`src/rtl/bp_fe_bp_two_level_local_v2_if.sv`:
```
// Request/response bundle between the front end and the two-level local branch predictor.
// master drives read/update requests; slave is the predictor.
interface bp_fe_bp_two_level_local_v2_if #(
  parameter int bht_idx_width_p = 4
);
  logic                       ready_o;
  logic                       r_v_i;
  logic [bht_idx_width_p-1:0] idx_r_i;
  logic                       predict_v_o;
  logic                       predict_o;
  logic                       w_v_i;
  logic [bht_idx_width_p-1:0] idx_w_i;
  logic                       taken_i;

  modport master (
    input  ready_o, predict_v_o, predict_o,
    output r_v_i, idx_r_i, w_v_i, idx_w_i, taken_i
  );

  modport slave (
    output ready_o, predict_v_o, predict_o,
    input  r_v_i, idx_r_i, w_v_i, idx_w_i, taken_i
  );
endinterface

```
`src/rtl/bp_fe_bp_two_level_local_v2.sv`:
```
// Two-level local branch predictor: per-branch history (BHT) indexes saturating counters (PHT).
// Optional perf counters enabled by defining BP_FE_BP_TWO_LEVEL_LOCAL_PERF_EN.
module bp_fe_bp_two_level_local_v2 #(
  parameter int bht_idx_width_p   = 4,
  parameter int bp_n_hist_p       = 4,
  parameter int pht_idx_width_p   = 4,
  parameter int bp_cnt_sat_bits_p = 2,
  parameter int hash_mode_p       = 0
) (
  input  logic clk_i,
  input  logic reset_i,
  bp_fe_bp_two_level_local_v2_if.slave bp
`ifdef BP_FE_BP_TWO_LEVEL_LOCAL_PERF_EN
  ,
  output logic [31:0] perf_upd_o,
  output logic [31:0] perf_mispred_o
`endif
);

  localparam int bht_depth_lp = 1 << bht_idx_width_p;
  localparam int pht_depth_lp = 1 << pht_idx_width_p;
  localparam int d_lp         = (bht_depth_lp > pht_depth_lp) ? bht_depth_lp : pht_depth_lp;
  localparam int cnt_w_lp     = $clog2(d_lp);

  typedef logic [bp_n_hist_p-1:0]       hist_t;
  typedef logic [bp_cnt_sat_bits_p-1:0] ctr_t;
  typedef logic [pht_idx_width_p-1:0]   pidx_t;
  typedef logic [bht_idx_width_p-1:0]   bidx_t;
  typedef logic [cnt_w_lp-1:0]          cnt_t;

  localparam ctr_t wnt_lp     = ctr_t'((1 << (bp_cnt_sat_bits_p - 1)) - 1);
  localparam ctr_t ctr_max_lp = {bp_cnt_sat_bits_p{1'b1}};

  typedef enum logic {
    e_init,
    e_ready
  } state_e;

  state_e state_q, state_d;
  cnt_t   cnt_q, cnt_d;

  hist_t bht_mem [bht_depth_lp];
  ctr_t  pht_mem [pht_depth_lp];

  // Branch index zero-extended (or truncated) into the PHT index space before the XOR.
  function automatic pidx_t pht_index(input hist_t hist, input bidx_t idx);
    logic [bht_idx_width_p+pht_idx_width_p-1:0] idx_ext;
    idx_ext   = {{pht_idx_width_p{1'b0}}, idx};
    pht_index = hist[pht_idx_width_p-1:0];
    if (hash_mode_p == 1) pht_index = pht_index ^ idx_ext[pht_idx_width_p-1:0];
  endfunction

  // NOTE: every variable assigned in always_comb gets a default first so no latch is inferred.
  always_comb begin
    state_d = state_q;
    cnt_d   = cnt_q;
    case (state_q)
      e_init: begin
        cnt_d = cnt_q + cnt_t'(1);
        if (cnt_q == cnt_t'(d_lp - 1)) state_d = e_ready;
      end
      e_ready: state_d = e_ready;
      default: state_d = e_init;
    endcase
  end

  // NOTE: sequential state uses non-blocking assignments so every flop samples pre-edge values.
  always_ff @(posedge clk_i or negedge reset_i) begin
    if (!reset_i) begin
      state_q <= e_init;
      cnt_q   <= '0;
    end else begin
      state_q <= state_d;
      cnt_q   <= cnt_d;
    end
  end

  logic ready;
  logic init_bht, init_pht;
  assign ready    = (state_q == e_ready);
  assign init_bht = ({1'b0, cnt_q} < (cnt_w_lp + 1)'(bht_depth_lp));
  assign init_pht = ({1'b0, cnt_q} < (cnt_w_lp + 1)'(pht_depth_lp));

  // Read path: both lookups are combinational from pre-edge table contents.
  pidx_t rd_pidx;
  logic  rd_taken;
  assign rd_pidx  = pht_index(bht_mem[bp.idx_r_i], bp.idx_r_i);
  assign rd_taken = (pht_mem[rd_pidx] > wnt_lp);

  // Update path: PHT index uses the history before the shift.
  hist_t wr_hist;
  pidx_t wr_pidx;
  ctr_t  wr_ctr, ctr_next;
  logic  wr_pred, upd_v;
  assign wr_hist = bht_mem[bp.idx_w_i];
  assign wr_pidx = pht_index(wr_hist, bp.idx_w_i);
  assign wr_ctr  = pht_mem[wr_pidx];
  assign wr_pred = (wr_ctr > wnt_lp);
  assign upd_v   = ready & bp.w_v_i;

  always_comb begin
    ctr_next = wr_ctr;
    if (bp.taken_i && (wr_ctr != ctr_max_lp))   ctr_next = wr_ctr + ctr_t'(1);
    else if (!bp.taken_i && (wr_ctr != '0))      ctr_next = wr_ctr - ctr_t'(1);
  end

  // NOTE: the tables have no reset; the INIT sweep clears them, letting them map to plain RAM.
  always_ff @(posedge clk_i) begin
    if (state_q == e_init) begin
      if (init_bht) bht_mem[cnt_q[bht_idx_width_p-1:0]] <= '0;
      if (init_pht) pht_mem[cnt_q[pht_idx_width_p-1:0]] <= wnt_lp;
    end else if (upd_v) begin
      bht_mem[bp.idx_w_i] <= {wr_hist[bp_n_hist_p-2:0], bp.taken_i};
      pht_mem[wr_pidx]    <= ctr_next;
    end
  end

  logic predict_v_q, predict_q;
  always_ff @(posedge clk_i or negedge reset_i) begin
    if (!reset_i) begin
      predict_v_q <= 1'b0;
      predict_q   <= 1'b0;
    end else begin
      predict_v_q <= ready & bp.r_v_i;
      predict_q   <= ready & bp.r_v_i & rd_taken;
    end
  end

  assign bp.ready_o     = ready;
  assign bp.predict_v_o = predict_v_q;
  assign bp.predict_o   = predict_q;

`ifdef BP_FE_BP_TWO_LEVEL_LOCAL_PERF_EN
  always_ff @(posedge clk_i or negedge reset_i) begin
    if (!reset_i) begin
      perf_upd_o     <= '0;
      perf_mispred_o <= '0;
    end else if (upd_v) begin
      if (perf_upd_o != '1) perf_upd_o <= perf_upd_o + 32'd1;
      if ((wr_pred != bp.taken_i) && (perf_mispred_o != '1))
        perf_mispred_o <= perf_mispred_o + 32'd1;
    end
  end
`endif

endmodule

```
`src/flat_wrapper.sv`:
```
// flat-port wrapper written by rule: the top's interface ports become plain ports
module bp_fe_bp_two_level_local_v2_flat 
#(
  parameter int bht_idx_width_p   = 4,
  parameter int bp_n_hist_p       = 4,
  parameter int pht_idx_width_p   = 4,
  parameter int bp_cnt_sat_bits_p = 2,
  parameter int hash_mode_p       = 0
)
  (clk_i, reset_i, bp_ready_o, bp_predict_v_o, bp_predict_o, bp_r_v_i, bp_idx_r_i, bp_w_v_i, bp_idx_w_i, bp_taken_i);
  bp_fe_bp_two_level_local_v2_if #(.bht_idx_width_p(bht_idx_width_p)) bp_i ();
  input  logic clk_i;
  input  logic reset_i;
  output wire logic [$bits(bp_i.ready_o)-1:0] bp_ready_o;
  output wire logic [$bits(bp_i.predict_v_o)-1:0] bp_predict_v_o;
  output wire logic [$bits(bp_i.predict_o)-1:0] bp_predict_o;
  input wire logic [$bits(bp_i.r_v_i)-1:0] bp_r_v_i;
  input wire logic [$bits(bp_i.idx_r_i)-1:0] bp_idx_r_i;
  input wire logic [$bits(bp_i.w_v_i)-1:0] bp_w_v_i;
  input wire logic [$bits(bp_i.idx_w_i)-1:0] bp_idx_w_i;
  input wire logic [$bits(bp_i.taken_i)-1:0] bp_taken_i;
  assign bp_ready_o = bp_i.ready_o;
  assign bp_predict_v_o = bp_i.predict_v_o;
  assign bp_predict_o = bp_i.predict_o;
  assign bp_i.r_v_i = bp_r_v_i;
  assign bp_i.idx_r_i = bp_idx_r_i;
  assign bp_i.w_v_i = bp_w_v_i;
  assign bp_i.idx_w_i = bp_idx_w_i;
  assign bp_i.taken_i = bp_taken_i;
  bp_fe_bp_two_level_local_v2 #(.bht_idx_width_p(bht_idx_width_p), .bp_n_hist_p(bp_n_hist_p), .pht_idx_width_p(pht_idx_width_p), .bp_cnt_sat_bits_p(bp_cnt_sat_bits_p), .hash_mode_p(hash_mode_p)) u_core (.clk_i(clk_i), .reset_i(reset_i), .bp(bp_i));
endmodule
```
`config.mk`:
```
export PLATFORM = sky130hd
export DESIGN_NAME = bp_fe_bp_two_level_local_v2_flat
export DESIGN_NICKNAME = d
export VERILOG_FILES = /design/src/rtl/bp_fe_bp_two_level_local_v2_if.sv /design/src/rtl/bp_fe_bp_two_level_local_v2.sv /design/src/flat_wrapper.sv
export SDC_FILE = /design/constraint.sdc
export NUM_CORES = 1
export LEC_CHECK = 0
export BUFFER_PORTS_ARGS = -buffer_cell sky130_fd_sc_hd__buf_2
export CORE_MARGIN = 2
export CORE_UTILIZATION = 62
export DETAILED_ROUTE_END_ITERATION = 8
export GPL_ROUTABILITY_DRIVEN = 0
export PLACE_DENSITY = 0.84
export SLEW_MARGIN = 10
export SYNTH_ARGS = -nofsm -noshare
export SYNTH_HDL_FRONTEND = slang
export SYNTH_SLANG_ARGS = --single-unit
```
`constraint.sdc`:
```
create_clock -name clk_i -period 4.2 [get_ports clk_i]
set_clock_uncertainty 0.1 [all_clocks]
set_input_delay 0.21 -clock clk_i [delete_from_list [all_inputs] [get_ports clk_i]]
set_output_delay 0.21 -clock clk_i [all_outputs]
set_load 0.02 [all_outputs]
```
=== Word-level counts from Yosys, hierarchy flattened ===
Memories as Yosys holds them, arrays and structs flattened.
Cells that the tools add are included.
W data, S select, Z words.

* Memories kept: 2
* Register bits: 7
* Memory bits (writable): 96
* Logic and storage cells: 36

{| class="wikitable"
|+ Memories
! name !! words !! width !! read ports !! clocked after Yosys merged registers in !! write ports !! line !! text
|-
| u_core.bht_mem || 16 || 4 || 2 || 0 || 1 || bp_fe_bp_two_level_local_v2.sv:42 || <nowiki>hist_t bht_mem [bht_depth_lp];</nowiki>
|-
| u_core.pht_mem || 16 || 2 || 2 || 0 || 1 || bp_fe_bp_two_level_local_v2.sv:43 || <nowiki>ctr_t pht_mem [pht_depth_lp];</nowiki>
|}

* $lt $le $gt $ge: 1
* Reduce and logical (&&, ||, !) cells: 6
* Muxes and demuxes: 14
* Add/subtract/negate cells: 3
* Bitwise operators: 4
* Equal/unequal tests: 2

{| class="wikitable"
|+ Operator list
! operator !! number
|-
| $mux W4 || 3
|-
| $mux W1 || 7
|-
| $mux W2 || 3
|-
| $add A4 B1 Y4 const B || 1
|-
| $eq A4 B4 Y1 const B || 1
|-
| $reduce_or A4 Y1 || 1
|-
| $and A1 B1 Y1 || 3
|-
| $add A2 B1 Y2 const B || 1
|-
| $gt A2 B1 Y1 const B || 1
|-
| $logic_and A1 B1 Y1 || 2
|-
| $ne A2 B2 Y1 const B || 1
|-
| $pmux W1 S2 || 1
|-
| $reduce_bool A2 Y1 || 1
|-
| $reduce_or A2 Y1 || 1
|-
| $sub A2 B1 Y2 const B || 1
|-
| $logic_not A1 Y1 || 1
|-
| $not A1 Y1 || 1
|}

=== Longest topological paths before layout ===
Gate-level depths: netlist of the first run.
An unclocked memory read counts as a cell.

* Depth in word-level cells: 7
* Mapped depth: 14
* Mapped depth without buffers: 11

=== Worst setup path after synthesis of the first run ===
No wires, ideal clock.

* Kind: input-to-reg
* Start: input port bp_idx_w_i[0]
* End: memory u_core.pht_mem[0][0] (netlist bit), data pin
* Arrival time: 3.237 ns
* Cell stages on the path: 11
* Slack: 0.567 ns
* Library setup time: 0.296 ns
* Cell sequence: buf_6 mux4_2 mux4_2 buf_6 a2111oi_1 o41ai_1 and3_1 ha_1 and2_1 o21a_1 mux2i_1

* Cells in the longest elaborated chain, start to end: 7

{| class="wikitable"
|+ Ends and longest elaborated chain
! item !! line !! text
|-
| start: declaration || flat_wrapper.sv:20 || <nowiki>input wire logic [$bits(bp_i.idx_w_i)-1:0] bp_idx_w_i;</nowiki>
|-
| $mem_v2 Z16 W4 * || -- ||
|-
| $mem_v2 Z16 W2 * || -- ||
|-
| parallel branches: the longest is 3 deep, another holds $sub A2 B1 Y2 || -- ||
|-
| $mux W2 * || bp_fe_bp_two_level_local_v2.sv:103 || <nowiki>if (bp.taken_i && (wr_ctr != ctr_max_lp)) ctr_next = wr_ctr + ctr_t'(1);</nowiki>
|-
| $mux W2 (no source line) * || -- ||
|-
| end: declaration || bp_fe_bp_two_level_local_v2.sv:43 ||
|}

Every way passes the cells marked *.

==> flow_results.xml, run 1 <==
<?xml version="1.0" encoding="UTF-8"?>
<metrics>
  <group name="power_and_ir_drop">
    <metric name="sw_frac_of_total" unit="%">26.1</metric>
    <metric name="power_frac_comb" unit="%">15.5</metric>
    <metric name="sequential_share_of_power" unit="%">57.2</metric>
    <metric name="power.ir.vdd_worst" unit="uV">300</metric>
    <metric name="p_clk_share" unit="%">27.2</metric>
    <metric name="power_density" unit="nW/um2">359</metric>
    <metric name="total_leakage_power" unit="nW">1.95</metric>
    <metric name="switchingPower" unit="uW">532</metric>
    <metric name="pint" unit="mW">1.51</metric>
  </group>
  <group name="setup_path">
    <metric name="setup_slack_of_the_most_critical_reg_to_reg_path" unit="ns">0.13</metric>
    <metric name="critical_path.max_stage_delay" unit="ns">0.59</metric>
    <metric name="crit_type" unit="">flop to flop</metric>
    <metric name="critPathLaunchType" unit="">flop</metric>
    <metric name="r2r_cells" unit="">11</metric>
    <metric name="worst_path_max_delay_cell" unit="">mux4_2</metric>
    <metric name="worst_ep_arrival_time" unit="ns">4.06</metric>
    <metric name="cp-end-kind" unit="">flop</metric>
    <metric name="critical_path_start" unit="">u_core.bht_mem[15][3]</metric>
    <metric name="timing.critical_path.to" unit="">u_core.pht_mem[2][0]</metric>
    <metric name="cp_required" unit="ns">4.19</metric>
    <metric name="critical_path.reg2reg.endpoint" unit="">u_core.pht_mem[2][0]</metric>
    <metric name="crit-reg2reg-launch" unit="">u_core.bht_mem[15][3]</metric>
    <metric name="largest_fanout_of_any_net_on_the_critical_path" unit="">16</metric>
    <metric name="crit_chain" unit="">mux4_2, mux4_2, inv_1, a2111oi_0, o41ai_1, and3_1, inv_1, ha_1, nor2b_1, o21a_1, mux2i_2</metric>
  </group>
  <group name="yosys">
    <metric name="postSynthNetCount" unit="">360</metric>
    <metric name="synth.area.mux_share" unit="%">21.6</metric>
    <metric name="synth_top_area_cell" unit="">edfxtp_1</metric>
    <metric name="synth_fa_ha_area_share" unit="%">0.719</metric>
    <metric name="ys_top_cells_by_area" unit="">edfxtp_1 55%, mux4_2 15%, mux2i_1 3.5%</metric>
    <metric name="syn_inst" unit="">344</metric>
    <metric name="number_of_enable_type_register_cells_in_the_synthesized_netlist" unit="">96</metric>
    <metric name="synth-simple-area-share" unit="%">6.67</metric>
    <metric name="postSynth.asyncResetShare" unit="%">6.80</metric>
    <metric name="dominantRegCellSynth" unit="">edfxtp_1</metric>
    <metric name="yosysUniqueCellTypes" unit="">47</metric>
    <metric name="yosysWarningCount" unit="">0</metric>
    <metric name="synth_top_family_by_area" unit="">multiplexers</metric>
    <metric name="syn_area" unit="um2">5220</metric>
    <metric name="synth_area_per_cell" unit="um2">15.2</metric>
    <metric name="post_synthesis_compound_gate_area_fraction" unit="%">8.35</metric>
    <metric name="post_synthesis_share_of_cell_area_spent_on_xor_and_xnor_gates" unit="%">0.504</metric>
    <metric name="seq_area_frac_synth" unit="%">58.6</metric>
    <metric name="yosysTopAreaCellShare" unit="%">55.3</metric>
    <metric name="postSynthRegisterBits" unit="">103</metric>
  </group>
  <group name="global_routing">
    <metric name="top_usage_layer" unit="">met2</metric>
    <metric name="globalRouteMet2Util" unit="%">45.8</metric>
    <metric name="globalRoute.totalOverflow" unit="">0</metric>
    <metric name="antenna_violations_before_repair" unit="">0</metric>
    <metric name="groute.layer.met3.usage" unit="%">7.28</metric>
    <metric name="maximum_number_of_pins_on_one_net_before_global_route_repair" unit="">19</metric>
    <metric name="global_route.usage.total" unit="%">28.8</metric>
    <metric name="groute.layer.met1.usage" unit="%">37.9</metric>
    <metric name="first_global_vias" unit="">3292</metric>
    <metric name="wire_length_of_the_first_global_routing_pass" unit="mm">18.5</metric>
  </group>
  <group name="cts">
    <metric name="clock_tree_from_tritoncts" unit="">yes</metric>
    <metric name="h-tree-depth" unit="">3</metric>
    <metric name="postCtsSetupRepairBufs" unit="">0</metric>
    <metric name="clock_tree_root_driver_cell" unit="">clkbuf_8</metric>
    <metric name="max-clock-path-buffers" unit="">2</metric>
    <metric name="clk_latency" unit="ns">0.38</metric>
    <metric name="clock_input_transition_at_the_sequential_cells_of_the_worst_setup_and_hold_paths" unit="ns">0.10</metric>
    <metric name="cts_made_buffers" unit="">9</metric>
    <metric name="clock_sink_count" unit="">103</metric>
  </group>
  <group name="outcome">
    <metric name="status" unit="">finished clean</metric>
  </group>
  <group name="cells_and_area">
    <metric name="multi_input_area" unit="um2">2000</metric>
    <metric name="layout-drive-gt1-share" unit="%">26.5</metric>
    <metric name="ff_latch_area" unit="um2">3060</metric>
    <metric name="area_growth" unit="%">8.99</metric>
    <metric name="fin_nets" unit="">388</metric>
    <metric name="final.fill_count" unit="">520</metric>
    <metric name="non_filler_instance_count_after_layout" unit="">482</metric>
    <metric name="n_antenna_cell" unit="">0</metric>
  </group>
  <group name="detailed_routing">
    <metric name="drt-pass1-iter-count" unit="">7</metric>
    <metric name="detail_route.wl_per_cell" unit="um">24.9</metric>
    <metric name="viasPerCell" unit="">7.06</metric>
    <metric name="drcViolationCount" unit="">0</metric>
    <metric name="via_count" unit="">3404</metric>
    <metric name="drt_wl_total" unit="mm">12.0</metric>
    <metric name="final_antenna_net_count" unit="">0</metric>
    <metric name="drtIter0Drc" unit="">363</metric>
  </group>
  <group name="placement">
    <metric name="placed_instance_count" unit="">465</metric>
    <metric name="hpwlAfterDp" unit="mm">8.69</metric>
    <metric name="placement.io_buffers" unit="">15</metric>
  </group>
  <group name="sta">
    <metric name="final.period_utilization" unit="%">96.9</metric>
    <metric name="timing.max_slew.rel_slack" unit="%">23.2</metric>
    <metric name="rsz0062_at_grt" unit="">no</metric>
    <metric name="timing.final.crit_period" unit="ns">4.07</metric>
    <metric name="report.final.setup_viol" unit="">0</metric>
    <metric name="fmaxAchievable" unit="GHz">0.246</metric>
    <metric name="report.final.hold_viol_count" unit="">0</metric>
    <metric name="max_slew.worst_pin.slew" unit="ns">1.15</metric>
    <metric name="timing.final.max_slew_violations" unit="">0</metric>
    <metric name="fin_worst_hold_slack" unit="ns">0.0309</metric>
  </group>
  <group name="min_path">
    <metric name="hold_path_start" unit="">bp_r_v_i</metric>
    <metric name="min_path_type" unit="">input port to flop</metric>
  </group>
  <group name="floorplan">
    <metric name="core.rowCount" unit="">33</metric>
    <metric name="chipWidth" unit="um">95.7</metric>
    <metric name="die_height" unit="um">95.7</metric>
    <metric name="initial_utilization" unit="%">63.8</metric>
    <metric name="dieArea" unit="um2">9170</metric>
    <metric name="boundaryPins" unit="">16</metric>
    <metric name="core_area" unit="um2">8180</metric>
  </group>
  <group name="run">
    <metric name="drv_cap" unit="">0</metric>
  </group>
</metrics>
[how the worst min path moves through the flow]
stage          slack, ns  cells after the start               endpoint
2_1_floorplan      -0.19                      0    u_core.bp.predict_o
3_3_place_gp       -0.06                      1  u_core.bp.predict_v_o
3_5_place_dp       -0.05                      1    u_core.bp.predict_o
4_1_cts             0.01                      2  u_core.bp.predict_v_o
5_1_grt             0.02                      2  u_core.bp.predict_v_o
6_report            0.03                      2  u_core.bp.predict_v_o
[flip-flops by register name (all words and copies together) (netlist names)]
signal                 count
u_core.pht_mem            32
u_core.bp.predict_v_o      1
u_core.bp.predict_o        1
u_core.bht_mem            64
u_core.cnt_q               4
u_core.bp.ready_o          1
[Yosys cell counts (4+ instances only)]
cell / instances
a211oi_1: 4
a21oi_1: 15
a221oi_1: 8
buf_2: 6
clkbuf_1: 7
dfrtp_1: 7
edfxtp_1: 96
inv_1: 14
mux2_2: 5
mux2i_1: 18
mux4_2: 34
nand2_1: 13
nor2_1: 39
nor2b_1: 6
nor3_1: 6
nor3b_1: 5
o211ai_1: 7
o21ai_0: 5
[cell type report]
| cell class | count | area share, % |
|---|---|---|
| Sequential cell | 103 | 53.8 |
| Clock buffer | 10 | 2.24 |
| Clock inverter | 6 | 0.792 |
| Multi-Input combinational cell | 205 | 35.2 |
| Tap cell | 105 | 2.31 |
| Inverter | 14 | 0.924 |
| Timing Repair Buffer | 39 | 4.75 |
[through the flow]
step	setup WS (ns)	util [%]	setup TNS (ns)	total power, mW	area [um2]
6_report	0.131	69.6	0	2.04	5690
5_1_grt	0.00342	69.6	0	2.11	5690
4_1_cts	0.157	69.3	0	2.03	5670
3_5_place_dp	-0.286	67.0	-6.19	1.49	5480
3_3_place_gp	-0.113	67.0	-1.80	1.47	5480
2_1_floorplan	0.567	-	0	1.39	5220
[critical path, delay by kind of cell, from the launching register on]
family / cells / cell delay (ns)
AO/OA/AOI/OAI: 3 / 0.83
adder cells (fa/ha/maj): 1 / 0.20
buffers and inverters: 2 / 0.19
flip-flops: 1 / 0.41
multiplexers: 3 / 1.59
AND/OR/NAND/NOR: 2 / 0.45
[layer usage]
layer	part of all wire, %	routed length (um)	vias to the layer above
met4	4.2	501	0
met2	50	6000	244
met1	37	4440	1677
met3	8.7	1040	52
met5	0	0	-
li1	-	-	1431
[repair_timing]
action / in CTS / in global routing
setup endpoints to repair: 32 / 32
hold buffers: 1 / 0
pin swaps: 0 / 0
hold endpoints to repair: 7 / 0
gates resized for setup: 2 / 2
cloned: 0 / 0
[power groups by stage]
stage / sequential [mW] / combinational, mW / clock [mW]
after CTS: 1.17 / 0.302 / 0.557
after global routing: 1.17 / 0.338 / 0.598
after detailed placement: 1.19 / 0.297 / 0
after floorplan: 1.19 / 0.203 / 0
final: 1.17 / 0.317 / 0.556
after global placement: 1.19 / 0.283 / 0
[layout by cell type (no fill, tap or decap), types with 2 or more instances in the layout]
| cell type | n |
|---|---|
| edfxtp_1 | 96 |
| nor2_1 | 39 |
| mux4_2 | 34 |
| buf_4 | 22 |
| mux2i_1 | 17 |
| buf_2 | 15 |
| inv_1 | 14 |
| a21oi_1 | 14 |
| nand2_1 | 13 |
| clkbuf_8 | 9 |
| a221oi_1 | 8 |
| o211ai_1 | 7 |
| dfrtp_1 | 7 |
| nor2b_1 | 6 |
| nor3_1 | 6 |
| o21ai_0 | 5 |
| mux2_2 | 5 |
| nor3b_1 | 5 |
| a211oi_1 | 4 |
| mux4_1 | 3 |
| a2111oi_0 | 3 |
| and2_1 | 3 |
| a31oi_1 | 3 |
| xnor2_1 | 3 |
| ha_1 | 3 |
| clkinvlp_4 | 3 |
| o21a_1 | 2 |
| and3_1 | 2 |
| mux2i_2 | 2 |
| nand3_1 | 2 |
| inv_6 | 2 |
[cell families after synthesis]
kind of cell	count (synthesis)
AO/OA/AOI/OAI	59
XOR/XNOR	3
adder cells (fa/ha/maj)	3
buffers and inverters	36
flip-flops	103
multiplexers	63
AND/OR/NAND/NOR	77
Note: power is estimated with default switching activity, not from simulation.
==> run 2, diff against run 1 <==
==> constraint.sdc (replaced) <==
create_clock -name clk_i -period 4.1 [get_ports clk_i]
set_clock_uncertainty 0.1 [all_clocks]
set_input_delay 0.205 -clock clk_i [delete_from_list [all_inputs] [get_ports clk_i]]
set_output_delay 0.205 -clock clk_i [all_outputs]
set_load 0.02 [all_outputs]
==> flow_results.xml, run 2 (synthesized netlist as in run 1, its figures left out) <==
<?xml version="1.0" encoding="UTF-8"?>
<metrics>
  <group name="detailed_routing">
    <metric name="via_count" unit="">3362</metric>
    <metric name="drcViolationCount" unit="">0</metric>
    <metric name="met3_length" unit="um">952</metric>
    <metric name="final_antenna_net_count" unit="">0</metric>
    <metric name="routed-wl-met2" unit="mm">6.17</metric>
    <metric name="drt_wl_total" unit="mm">12.4</metric>
    <metric name="met1_layer_wirelength_in_the_final_routing" unit="mm">4.53</metric>
    <metric name="viasPerCell" unit="">6.95</metric>
    <metric name="drtIter0Drc" unit="">416</metric>
    <metric name="drt-pass1-iter-count" unit="">5</metric>
    <metric name="detail_route.wl_per_cell" unit="um">25.6</metric>
    <metric name="dr.max_layer_used" unit="">met4</metric>
  </group>
  <group name="floorplan">
    <metric name="initial_utilization" unit="%">63.8</metric>
    <metric name="die_height" unit="um">95.7</metric>
    <metric name="dieArea" unit="um2">9170</metric>
    <metric name="core.rowCount" unit="">33</metric>
    <metric name="boundaryPins" unit="">16</metric>
    <metric name="chipWidth" unit="um">95.7</metric>
    <metric name="core_area" unit="um2">8180</metric>
  </group>
  <group name="cts">
    <metric name="clock_tree_root_driver_cell" unit="">clkbuf_8</metric>
    <metric name="clock_tree_from_tritoncts" unit="">yes</metric>
    <metric name="h-tree-depth" unit="">3</metric>
    <metric name="cts_made_buffers" unit="">9</metric>
    <metric name="clock_input_transition_at_the_sequential_cells_of_the_worst_setup_and_hold_paths" unit="ns">0.09</metric>
    <metric name="clk_latency" unit="ns">0.37</metric>
    <metric name="max-clock-path-buffers" unit="">2</metric>
    <metric name="clock_sink_count" unit="">103</metric>
  </group>
  <group name="sta">
    <metric name="fin_worst_hold_slack" unit="ns">0.0236</metric>
    <metric name="fmaxAchievable" unit="GHz">0.257</metric>
    <metric name="timing.final.max_slew_violations" unit="">0</metric>
    <metric name="timing.max_slew.rel_slack" unit="%">24.2</metric>
    <metric name="report.final.hold_viol_count" unit="">0</metric>
    <metric name="timing.final.crit_period" unit="ns">3.90</metric>
    <metric name="max_slew.worst_pin.slew" unit="ns">1.13</metric>
    <metric name="report.final.setup_viol" unit="">0</metric>
    <metric name="final.period_utilization" unit="%">95.0</metric>
  </group>
  <group name="cells_and_area">
    <metric name="layout.cells.most_common" unit="">edfxtp_1</metric>
    <metric name="layout-drive-gt1-share" unit="%">27.0</metric>
    <metric name="non_filler_instance_count_after_layout" unit="">484</metric>
    <metric name="mostFrequentLayoutCells" unit="">96 x edfxtp_1, 38 x nor2_1, 34 x mux4_2</metric>
    <metric name="registers.top_by_ff_count" unit="">u_core.bht_mem</metric>
    <metric name="reg.largest.list" unit="">u_core.bht_mem x64, u_core.pht_mem x32, u_core.cnt_q x4</metric>
    <metric name="design_area" unit="um2">5730</metric>
    <metric name="fin_nets" unit="">389</metric>
    <metric name="largest_register_ff_count" unit="">64</metric>
    <metric name="area_growth" unit="%">9.74</metric>
  </group>
  <group name="placement">
    <metric name="placed_cell_area" unit="um2">5490</metric>
    <metric name="placed_instance_count" unit="">466</metric>
    <metric name="placement.io_buffers" unit="">15</metric>
    <metric name="hpwlAfterDp" unit="mm">8.93</metric>
  </group>
  <group name="global_routing">
    <metric name="globalRoute.totalOverflow" unit="">0</metric>
    <metric name="antenna_violations_before_repair" unit="">1</metric>
    <metric name="maximum_number_of_pins_on_one_net_before_global_route_repair" unit="">19</metric>
    <metric name="wire_length_of_the_first_global_routing_pass" unit="mm">19.0</metric>
    <metric name="first_global_vias" unit="">3363</metric>
    <metric name="global_route.usage.total" unit="%">29.9</metric>
  </group>
  <group name="setup_path">
    <metric name="cp-end-kind" unit="">flop</metric>
    <metric name="worst_ep_arrival_time" unit="ns">3.92</metric>
    <metric name="cp_required" unit="ns">4.13</metric>
    <metric name="crit_type" unit="">flop to flop</metric>
    <metric name="largest_fanout_of_any_net_on_the_critical_path" unit="">16</metric>
    <metric name="critPathLaunchType" unit="">flop</metric>
  </group>
  <group name="power_and_ir_drop">
    <metric name="power_density" unit="nW/um2">375</metric>
    <metric name="total_leakage_power" unit="nW">1.98</metric>
    <metric name="power.ir.vdd_worst" unit="uV">244</metric>
  </group>
  <group name="min_path">
    <metric name="min_path_type" unit="">input port to flop</metric>
  </group>
  <group name="run">
    <metric name="drv_cap" unit="">0</metric>
  </group>
  <group name="outcome">
    <metric name="status" unit="">finished clean</metric>
  </group>
</metrics>
-- run 2: cell count changes in the layout (fill, tap and decap cells not counted), sizes merged --
cell and change:
bufinv +1, diode +1, buf +1, inv -2
clkinv +4, clkinvlp -3
-- run 2: power by group --
group | switching [mW] | internal (mW)
combinational | 0.192 | 0.135
sequential | 0.00727 | 1.19
clock | 0.344 | 0.282
total | 0.543 | 1.61
-- run 2: what timing repair did --
action                                 CTS  global route
setup endpoints to repair               32            32
endpoints found under the hold margin    7             0
setup buffers                            0             0
hold buffers                             1             0
gates resized for setup                  2             3
-- run 2: cell type report --
class	count	area, um2
diodes	1	2.50
well taps	105	131
fillers	554	2450
clock inverters	6	62.6
multi-input cells	205	2010
repair buffers	40	278
inverters	14	52.6
clock buffers	10	128
flip-flops and latches	103	3060
-- run 2: final timing paths --
path,startpoint,endpoint,slack [ns],cells after the start
hold reg to reg,u_core.cnt_q[3],u_core.cnt_q[3],0.51,1
min in group asynchronous,reset_i,u_core.cnt_q[1],0.09,2
max in group asynchronous,reset_i,u_core.cnt_q[2],3.64,2
hold / removal,bp_r_v_i,u_core.bp.predict_v_o,0.02,2
setup reg to reg,u_core.bht_mem[10][3],u_core.pht_mem[2][1],0.20,12
setup / recovery,u_core.bht_mem[10][3],u_core.pht_mem[2][1],0.20,12
-- run 2: stage by stage --
| step | setup TNS, ns | util, % | worst slack [ns] | power, mW |
|---|---|---|---|---|
| finish | 0 | 70.0 | 0.203 | 2.15 |
| global route | -0.0789 | 70.0 | -0.00757 | 2.23 |
| CTS | 0 | 69.6 | 0.110 | 2.14 |
| detailed placement | -9.46 | 67.1 | -0.386 | 1.53 |
| global placement | -4.75 | 67.1 | -0.231 | 1.51 |
| floorplan | 0 | - | 0.469 | 1.43 |
-- run 2: worst max-delay path: stages (launching register included) --
cell and delay [ns]:
edfxtp_1 0.45, mux4_2 0.49, mux4_2 0.57, buf_4 0.22
mux2i_1 0.12, mux2i_1 0.16, mux2i_1 0.11, mux2i_2 0.27
ha_1 0.24, and2_1 0.18, buf_4 0.12, o2111ai_1 0.21
a21oi_4 0.42
-- run 2: routing by layer --
layer / track usage (%) / vias up
met4: 20.2 / 0
met2: 46.1 / 205
met1: 37.8 / 1656
li1: - / 1441
met5: 0 / -
met3: 7.28 / 60
==> run 3, diff against run 2 <==
--- a/config.mk
+++ b/config.mk
@@ -7,10 +7,10 @@
 export LEC_CHECK = 0
 export BUFFER_PORTS_ARGS = -buffer_cell sky130_fd_sc_hd__buf_2
 export CORE_MARGIN = 2
-export CORE_UTILIZATION = 62
+export CORE_UTILIZATION = 53
 export DETAILED_ROUTE_END_ITERATION = 8
 export GPL_ROUTABILITY_DRIVEN = 0
-export PLACE_DENSITY = 0.84
+export PLACE_DENSITY = 0.75
 export SLEW_MARGIN = 10
 export SYNTH_ARGS = -nofsm -noshare
 export SYNTH_HDL_FRONTEND = slang
==> flow_results.xml, run 3 (synthesized netlist as in run 1, its figures left out) <==
<?xml version="1.0" encoding="UTF-8"?>
<metrics>
  <group name="sta">
    <metric name="report.final.setup_viol" unit="">0</metric>
    <metric name="report.final.hold_viol_count" unit="">0</metric>
    <metric name="timing.max_slew.rel_slack" unit="%">50.6</metric>
    <metric name="timing.final.crit_period" unit="ns">3.89</metric>
    <metric name="fin_worst_hold_slack" unit="ns">0.0123</metric>
    <metric name="fmaxAchievable" unit="GHz">0.257</metric>
    <metric name="rsz0062_at_grt" unit="">no</metric>
    <metric name="tns" unit="ns">0</metric>
    <metric name="timing.final.max_slew_violations" unit="">0</metric>
    <metric name="max_slew.worst_pin.slew" unit="ns">0.739</metric>
    <metric name="final.period_utilization" unit="%">94.8</metric>
    <metric name="worst_slack" unit="ns">0.213</metric>
  </group>
  <group name="placement">
    <metric name="pre_cts_ws" unit="ns">-0.389</metric>
    <metric name="placed_cell_area" unit="um2">5530</metric>
    <metric name="placement.io_buffers" unit="">15</metric>
    <metric name="hpwlAfterDp" unit="mm">8.85</metric>
  </group>
  <group name="min_path">
    <metric name="min_path_cells" unit="">2</metric>
    <metric name="min_path_type" unit="">input port to flop</metric>
    <metric name="hold_path_start" unit="">bp_r_v_i</metric>
    <metric name="worstHoldEndpoint" unit="">u_core.bp.predict_v_o</metric>
  </group>
  <group name="power_and_ir_drop">
    <metric name="power_density" unit="nW/um2">374</metric>
    <metric name="design_power_total" unit="mW">2.17</metric>
    <metric name="total_leakage_power" unit="nW">1.99</metric>
    <metric name="power.ir.vdd_worst" unit="uV">223</metric>
  </group>
  <group name="cells_and_area">
    <metric name="layout.cells.most_common" unit="">edfxtp_1</metric>
    <metric name="mostFrequentLayoutCells" unit="">96 x edfxtp_1, 38 x nor2_1, 34 x mux4_2</metric>
    <metric name="multi_input_area" unit="um2">2010</metric>
    <metric name="ff_latch_area" unit="um2">3060</metric>
    <metric name="final.fill_count" unit="">711</metric>
    <metric name="reg.largest.list" unit="">u_core.bht_mem x64, u_core.pht_mem x32, u_core.cnt_q x4</metric>
    <metric name="area_growth" unit="%">11.1</metric>
    <metric name="design_area" unit="um2">5800</metric>
    <metric name="largest_register_ff_count" unit="">64</metric>
    <metric name="registers.top_by_ff_count" unit="">u_core.bht_mem</metric>
    <metric name="fin_nets" unit="">390</metric>
    <metric name="layout-drive-gt1-share" unit="%">27.4</metric>
    <metric name="n_antenna_cell" unit="">0</metric>
  </group>
  <group name="floorplan">
    <metric name="initial_utilization" unit="%">53.9</metric>
    <metric name="die_height" unit="um">103</metric>
    <metric name="core.rowCount" unit="">36</metric>
    <metric name="dieArea" unit="um2">10700</metric>
    <metric name="chipWidth" unit="um">103</metric>
    <metric name="core_area" unit="um2">9680</metric>
    <metric name="boundaryPins" unit="">16</metric>
  </group>
  <group name="setup_path">
    <metric name="r2r_cells" unit="">12</metric>
    <metric name="worst_ep_arrival_time" unit="ns">3.92</metric>
    <metric name="setup_slack_of_the_most_critical_reg_to_reg_path" unit="ns">0.21</metric>
    <metric name="largest_fanout_of_any_net_on_the_critical_path" unit="">16</metric>
    <metric name="cp_required" unit="ns">4.13</metric>
    <metric name="cp-end-kind" unit="">flop</metric>
    <metric name="critical_path.reg2reg.endpoint" unit="">u_core.pht_mem[1][1]</metric>
    <metric name="critPathLaunchType" unit="">flop</metric>
    <metric name="crit_type" unit="">flop to flop</metric>
    <metric name="crit-reg2reg-launch" unit="">u_core.bht_mem[3][3]</metric>
  </group>
  <group name="global_routing">
    <metric name="global_route.usage.total" unit="%">23.9</metric>
    <metric name="globalRoute.totalOverflow" unit="">0</metric>
    <metric name="wire_length_of_the_first_global_routing_pass" unit="mm">18.1</metric>
    <metric name="maximum_number_of_pins_on_one_net_before_global_route_repair" unit="">21</metric>
    <metric name="antenna_violations_before_repair" unit="">0</metric>
    <metric name="first_global_vias" unit="">3169</metric>
  </group>
  <group name="cts">
    <metric name="max-clock-path-buffers" unit="">2</metric>
    <metric name="clock_sink_count" unit="">103</metric>
    <metric name="clock_input_transition_at_the_sequential_cells_of_the_worst_setup_and_hold_paths" unit="ns">0.11</metric>
    <metric name="clk_latency" unit="ns">0.38</metric>
    <metric name="clock_tree_root_driver_cell" unit="">clkbuf_8</metric>
    <metric name="clock_tree_from_tritoncts" unit="">yes</metric>
    <metric name="h-tree-depth" unit="">3</metric>
    <metric name="cts_made_buffers" unit="">9</metric>
  </group>
  <group name="detailed_routing">
    <metric name="drtIter0Drc" unit="">374</metric>
    <metric name="drt-pass1-iter-count" unit="">5</metric>
    <metric name="detail_route.wl_per_cell" unit="um">23.5</metric>
    <metric name="via_count" unit="">3405</metric>
    <metric name="drt_wl_total" unit="mm">12.0</metric>
    <metric name="final_antenna_net_count" unit="">0</metric>
    <metric name="viasPerCell" unit="">6.65</metric>
    <metric name="drcViolationCount" unit="">0</metric>
  </group>
  <group name="run">
    <metric name="drv_cap" unit="">0</metric>
  </group>
  <group name="outcome">
    <metric name="status" unit="">finished clean</metric>
  </group>
</metrics>
[run 3: cell types whose count changed in the layout (fill, tap and decap cells not counted), moves of 2 or more]
cell,before,now
inv_6,0,2
clkinv_2,3,1
clkinv_8,0,2
buf_12,1,3
clkinv_4,2,0
[run 3: worst max path at each step]
stage                                     from                     to  slack (ns)
after global placement           bp_idx_w_i[0]   u_core.pht_mem[6][0]       -0.11
after floorplan           u_core.bht_mem[5][0]   u_core.pht_mem[0][0]        0.47
final                     u_core.bht_mem[3][3]   u_core.pht_mem[1][1]        0.21
after detailed placement         bp_idx_w_i[0]  u_core.pht_mem[15][1]       -0.39
after CTS                 u_core.bht_mem[1][0]  u_core.pht_mem[14][0]        0.03
after global routing      u_core.bht_mem[9][1]  u_core.pht_mem[12][0]        0.06
[run 3: what timing repair did]
item | in CTS | in global routing
pin swaps | 0 | 1
gates resized for setup | 2 | 3
endpoints found under the setup margin | 32 | 32
buffers inserted | 0 | 1
hold buffers | 1 | 0
hold endpoints to repair | 7 | 0
[run 3: metal layers]
metal / up-vias / wire [um] / track usage [%] / share of wire, %
met3: 38 / 1210 / 5.65 / 10
met5: - / 0 / 0 / 0
li1: 1434 / - / - / -
met2: 251 / 5620 / 36.6 / 47
met1: 1682 / 4860 / 34.0 / 40
met4: 0 / 366 / 9.01 / 3.0
[run 3: critical path, cell delays in order (launching register included)]
cell and delay, ns:
edfxtp_1 0.44, mux4_2 0.49, mux4_2 0.57, inv_1 0.12
a2111oi_0 0.07, o41ai_1 0.50, and3_1 0.27, inv_1 0.06
ha_1 0.21, nor2b_1 0.16, o2111ai_1 0.35, a21oi_4 0.11
buf_12 0.16
[run 3: where the power goes]
part / switching (mW) / total, mW / internal (mW) / leakage [nW]
Sequential: 0.00666 / 1.20 / 1.19 / 0.984
Combinational: 0.199 / 0.346 / 0.147 / 0.908
Clock: 0.386 / 0.624 / 0.238 / 0.0977
Total: 0.592 / 2.17 / 1.57 / 1.99
[run 3: layout make-up]
class | instances | area share, %
Inverter | 14 | 0.906
Clock buffer | 9 | 2.14
Multi-Input combinational cell | 205 | 34.7
Clock inverter | 7 | 1.27
Sequential cell | 103 | 52.7
Timing Repair Buffer | 41 | 5.35
Tap cell | 133 | 2.87
[run 3: through the flow]
step | util (%) | std cells
after floorplan | - | 344
after global placement | 57.1 | 494
after detailed placement | 57.1 | 494
after CTS | 59.4 | 511
after global routing | 59.9 | 512
final | 59.9 | 512
